$ cat src/rtl/dm_arbiter_pkg.sv
// dm_arbiter_pkg: FSM state encodings and master IDs shared by the dm_arbiter slice.
package dm_arbiter_pkg;
  typedef enum logic [1:0] {
    DM_ARB_IDLE = 2'd0,
    DM_ARB_OWN0 = 2'd1,
    DM_ARB_OWN1 = 2'd2
  } state_e;
  localparam logic DM_ARB_M0 = 1'b0;
  localparam logic DM_ARB_M1 = 1'b1;
endpackage

$ cat src/rtl/dm_arb_pick.sv
// dm_arb_pick: combinational one-hot 2-way picker; DM_ARB_ROUND_ROBIN_EN selects round-robin, else m0 wins ties.
module dm_arb_pick (
  input  logic [1:0] req,
  input  logic       last,
  input  logic [1:0] mask,
  output logic [1:0] gnt
);
  logic [1:0] r;
  assign r = req & mask;
`ifdef DM_ARB_ROUND_ROBIN_EN
  // last=1 means m1 won previously, so m0 takes the tie
  assign gnt = (r == 2'b11) ? (last ? 2'b01 : 2'b10) : r;
`else
  logic unused_last;
  assign unused_last = last;
  assign gnt = r[0] ? 2'b01 : {r[1], 1'b0};
`endif
endmodule

$ cat src/rtl/dm_arbiter.sv
// dm_arbiter: two-master arbiter with lock ownership and read tracking for the shared data-memory port.
// Build option DM_ARB_ROUND_ROBIN_EN enables round-robin tie-break; default is fixed m0 priority.
module dm_arbiter
  import dm_arbiter_pkg::*;
#(
  parameter int AW = 32,
  parameter int DW = 32
) (
  input  logic            clk_i,
  input  logic            rst_i,
  input  logic            m0_req_i,
  input  logic            m0_we_i,
  input  logic            m0_lock_i,
  input  logic [AW-1:0]   m0_addr_i,
  input  logic [DW-1:0]   m0_wdata_i,
  input  logic [DW/8-1:0] m0_sel_i,
  output logic            m0_gnt_o,
  output logic            m0_rvalid_o,
  output logic [DW-1:0]   m0_rdata_o,
  input  logic            m1_req_i,
  input  logic            m1_we_i,
  input  logic            m1_lock_i,
  input  logic [AW-1:0]   m1_addr_i,
  input  logic [DW-1:0]   m1_wdata_i,
  input  logic [DW/8-1:0] m1_sel_i,
  output logic            m1_gnt_o,
  output logic            m1_rvalid_o,
  output logic [DW-1:0]   m1_rdata_o,
  output logic            s_ce_o,
  output logic            s_we_o,
  output logic [AW-1:0]   s_addr_o,
  output logic [DW-1:0]   s_wdata_o,
  output logic [DW/8-1:0] s_sel_o,
  input  logic [DW-1:0]   s_rdata_i
);
  state_e     state, state_n;
  logic [1:0] gnt, mask;
  logic       last, rd_pend, rd_owner;
  assign mask = (state == DM_ARB_OWN0) ? 2'b01 : (state == DM_ARB_OWN1) ? 2'b10 : 2'b11;
  dm_arb_pick u_pick (
    .req  ({m1_req_i, m0_req_i}),
    .last (last),
    .mask (mask),
    .gnt  (gnt)
  );
  // in OWNn only master n can be granted, so any unlocked grant releases ownership
  always_comb begin
    state_n = state;
    if (state == DM_ARB_IDLE)
      state_n = (gnt[0] && m0_lock_i) ? DM_ARB_OWN0 : (gnt[1] && m1_lock_i) ? DM_ARB_OWN1 : DM_ARB_IDLE;
    else if ((gnt[0] && !m0_lock_i) || (gnt[1] && !m1_lock_i))
      state_n = DM_ARB_IDLE;
  end
  always_ff @(posedge clk_i or posedge rst_i) begin
    if (rst_i) begin
      state    <= DM_ARB_IDLE;
      rd_pend  <= 1'b0;
      rd_owner <= DM_ARB_M0;
    end else begin
      state   <= state_n;
      rd_pend <= s_ce_o && !s_we_o;
      if (s_ce_o && !s_we_o) rd_owner <= gnt[1] ? DM_ARB_M1 : DM_ARB_M0;
    end
  end
`ifdef DM_ARB_ROUND_ROBIN_EN
  always_ff @(posedge clk_i or posedge rst_i) begin
    if (rst_i) last <= 1'b1;
    else if (|gnt) last <= gnt[1];
  end
`else
  assign last = 1'b1;
`endif
  assign m0_gnt_o    = gnt[0];
  assign m1_gnt_o    = gnt[1];
  assign s_ce_o      = |gnt;
  assign s_we_o      = gnt[1] ? m1_we_i    : gnt[0] && m0_we_i;
  assign s_addr_o    = gnt[1] ? m1_addr_i  : gnt[0] ? m0_addr_i  : '0;
  assign s_wdata_o   = gnt[1] ? m1_wdata_i : gnt[0] ? m0_wdata_i : '0;
  assign s_sel_o     = gnt[1] ? m1_sel_i   : gnt[0] ? m0_sel_i   : '0;
  assign m0_rvalid_o = rd_pend && (rd_owner == DM_ARB_M0);
  assign m1_rvalid_o = rd_pend && (rd_owner == DM_ARB_M1);
  assign m0_rdata_o  = s_rdata_i;
  assign m1_rdata_o  = s_rdata_i;
endmodule

$ cat config.mk
export PLATFORM = sky130hd
export DESIGN_NAME = dm_arbiter
export DESIGN_NICKNAME = d
export VERILOG_FILES = /design/src/rtl/dm_arbiter_pkg.sv /design/src/rtl/dm_arb_pick.sv /design/src/rtl/dm_arbiter.sv
export SDC_FILE = /design/constraint.sdc
export NUM_CORES = 1
export LEC_CHECK = 0
export CORE_AREA = 4 4 119 121
export DETAILED_ROUTE_END_ITERATION = 12
export DIE_AREA = 0 0 123 125
export SKIP_LAST_GASP = 1
export SLEW_MARGIN = 20
export SYNTH_ARGS = -nofsm -noshare
export SYNTH_HDL_FRONTEND = slang
export SYNTH_SLANG_ARGS = --single-unit
$ cat constraint.sdc
create_clock -name clk_i -period 1.48 [get_ports clk_i]
set_input_delay 0.296 -clock clk_i [delete_from_list [all_inputs] [get_ports clk_i]]
set_output_delay 0.296 -clock clk_i [all_outputs]
set_load 0.005 [all_outputs]
==> reports/qor.yml <==
outcome: "complete, but fails checks"
violations: "negative setup slack"
worst_slack_ns: -0.7192
nNetsFinal: 587
first_iter_violations: 87
slew_violations: 0
die_width_um: 123
vias: 2579
endpoint_kind: "primary output"
die_y_um: 125
cts.sinks: 4
drt_pre_antenna_iters: 4
htree_levels: 1
place_ws_ns: -0.6991
crit_slowest_cell: "clkdlybuf4s50_1"
crit_buf_inv: 3
reg2reg_slack_ns: 0.15
grt-ovfl-total: 0
power_frac_seq: 0.065
setup.worst_path.start: "state[0]"
swShare: 0.2942
gp_congestion: 0.7306
cp-start-kind: "flop"
wl_per_cell_um: 17.66
syn_nets: 440
p_leak_nw: 1.768
yosys_warnings: 0
crit_chain: "buf_6 > nand2b_4 > and2_4 > buf_12 > a31o_2 > clkdlybuf4s50_1"
p_per_area_nw_per_um2: 527.1
initial_core_util: 0.1472
ys_types: 25
cp_top_family: "buffers and inverters"
core-area_um2: 13090
worst_pin_slew_ns: 0.2479
worstPathMaxFanout: 32
avgSynthCellArea_um2: 7.294
post-route-period-util: 1.486
antenna_left: 0
timing.rr.end: "rd_owner"
final_area_um2: 4118
grt.total_usage: 0.1133
drive_above_1_share: 0.1663
vdd_ir_drop_max_mv: 0.3774
synth_seq_cells: 4
regToRegStartpoint: "state[1]"
antennaDiodeCount: 0
grt_pass1_wl_um: 14300
r2r.worst_path.cells: 4
wl_um: 10330
cp_data_arrival_time_ns: 1.90
rows: 42
synth_sequential_area_ratio: 0.05198
clk_pin_slew_ns: 0.03
placed_cell_area_um2: 3891
io-pin-count: 314
cp.depth: 6
combinationalPowerShare: 0.743
min_period_ns: 2.199
syn-cell-area_um2: 1926
numCtsBuffers: 3
skew_ns: 0.0009007
grt_max_degree: 44
synth_top_area_share: 0.2495
syn_to_final_growth_pct: 113.8
clkLatencyLatePin_ns: 0.22
holdBufCountCts: 0
rsz0062_at_grt: "true"
clock_tree.buffer_depth: 2
fmax_mhz: 454.7
cts_tree: "done"
drc_errors: 0
yosysTopAreaCell: "buf_4"
switchingPower_w: 0.0006386
max-slew-margin-rel: 0.8330
endpoint: "s_wdata_o[8]"
cts_root_buf: "clkbuf_16"
max_stage_delay_ns: 0.51
maxCapViolCount: 0
dp_hpwl_um: 7596
synthTopCellsByArea: "buf_4 (25%), and3_1 (22%), a31o_1 (17%)"
num-fill-cells: 1358
clock_power_share: 0.192
internal-power_w: 0.001532
grt_pass1_vias: 2712
viasPerCell: 4.409
hold_viol: 0
port-buffer-count: 217
finalSetupTns_ns: -46.62
hp-class: "primary input to asynchronous set/reset pin"
cp.required_ns: 1.18
synthCells: 264
dieArea_um2: 15380
antenna_found_initial: 0
crit_type: "flop to primary output"
setup_viol: 71
worst min-delay path by stage:
| stage | startpoint | endpoint | slack [ns] | depth (start not counted) |
|---|---|---|---|---|
| after CTS | rst_i | state[0] | 0.26 | 2 |
| after floorplan | rst_i | rd_owner | 0.06 | 1 |
| after global placement | rst_i | rd_owner | 0.49 | 2 |
| final | rst_i | state[0] | 0.26 | 2 |
| after detailed placement | rst_i | rd_owner | 0.50 | 2 |
| after global routing | rst_i | rd_owner | 0.27 | 2 |
timing repair:
action,CTS,global route
setup endpoints to repair,74,74
buffers inserted,1,1
pin swaps,1,0
cloned,1,3
resized for setup,5,21
through the flow:
step,hold WS (ns),util,total power [W],cells
after floorplan,0.06208,-,0.0008728,264
after global placement,0.4888,0.2974,0.001648,576
after detailed placement,0.4951,0.2974,0.001662,576
after CTS,0.2632,0.3073,0.002136,581
after global routing,0.2742,0.3147,0.002307,585
final,0.2561,0.3147,0.002171,585
per-layer routing:
layer	vias up	GRT usage	routed length (µm)
met5	-	0	0
met4	0	0.02671	122
met3	14	0.03975	1248
met2	193	0.2200	5350
met1	1163	0.1130	3610
li1	1209	-	-
cell usage in the layout (no fill, tap or decap), types with 2 or more instances in the layout:
| cell type | synthesis | final |
|---|---|---|
| clkdlybuf4s50_1 | 0 | 210 |
| a31o_1 | 38 | 38 |
| o21ai_0 | 2 | 2 |
| inv_1 | 4 | 4 |
| buf_6 | 3 | 2 |
| dfrtp_1 | 4 | 3 |
| dlymetal6s2s_1 | 0 | 3 |
| nor2b_1 | 3 | 2 |
| a221oi_1 | 2 | 2 |
| clkbuf_16 | 0 | 5 |
| clkbuf_2 | 1 | 2 |
| a31o_2 | 30 | 30 |
| buf_4 | 64 | 7 |
| nand2b_4 | 0 | 2 |
| buf_12 | 0 | 8 |
| nand2_1 | 3 | 2 |
| and3_1 | 68 | 68 |
registers in the layout (all words and copies together), names as in the netlist:
signal and flops:
state 2, rd_pend 1, rd_owner 1
worst reg2reg max path: stages, from the launching register on:
cell and delay, ns:
dfrtp_2 0.42, nand2b_4 0.15, and2_4 0.19, clkbuf_16 0.19, a32o_1 0.26
synthesized netlist by cell type:
library cell,n
a21oi_1,2
a221oi_1,2
a31o_1,38
a31o_2,30
a32o_1,1
and2_1,1
and2_4,1
and3_1,68
buf_2,13
buf_4,64
buf_6,3
clkbuf_1,14
clkbuf_2,1
dfrtp_1,4
inv_1,4
inv_2,1
nand2_1,3
nand2_2,1
nand2b_1,3
nand3_1,1
nand3b_1,1
nor2_1,1
nor2b_1,3
o21ai_0,2
o31ai_1,2
layout make-up:
type,instances,area [µm²],share of cell area
repair buffers,237,2482,0.6029
multi-input cells,160,1220,0.2963
well taps,176,220.2,0.05348
flip-flops and latches,4,101.3,0.02461
clock buffers,3,75.07,0.01823
inverters,5,18.77,0.004558
power by group through the flow:
stage | sequential, W | combinational (W) | clock (W)
after floorplan | 0.000142 | 0.000731 | 0
after global placement | 0.000139 | 0.00151 | 0
after detailed placement | 0.000140 | 0.00152 | 0
after CTS | 0.000139 | 0.00157 | 0.000425
after global routing | 0.000142 | 0.00173 | 0.000437
final | 0.000140 | 0.00161 | 0.000418
cell families (layout without fill, tap and decap cells):
logic type | count (synthesis) | count (layout) | synth area share
buf+inv | 100 | 245 | 0.3405
simple gates | 83 | 83 | 0.2658
compound gates | 77 | 77 | 0.3418
flops | 4 | 4 | 0.05198
(Power assumes the default switching activity.)
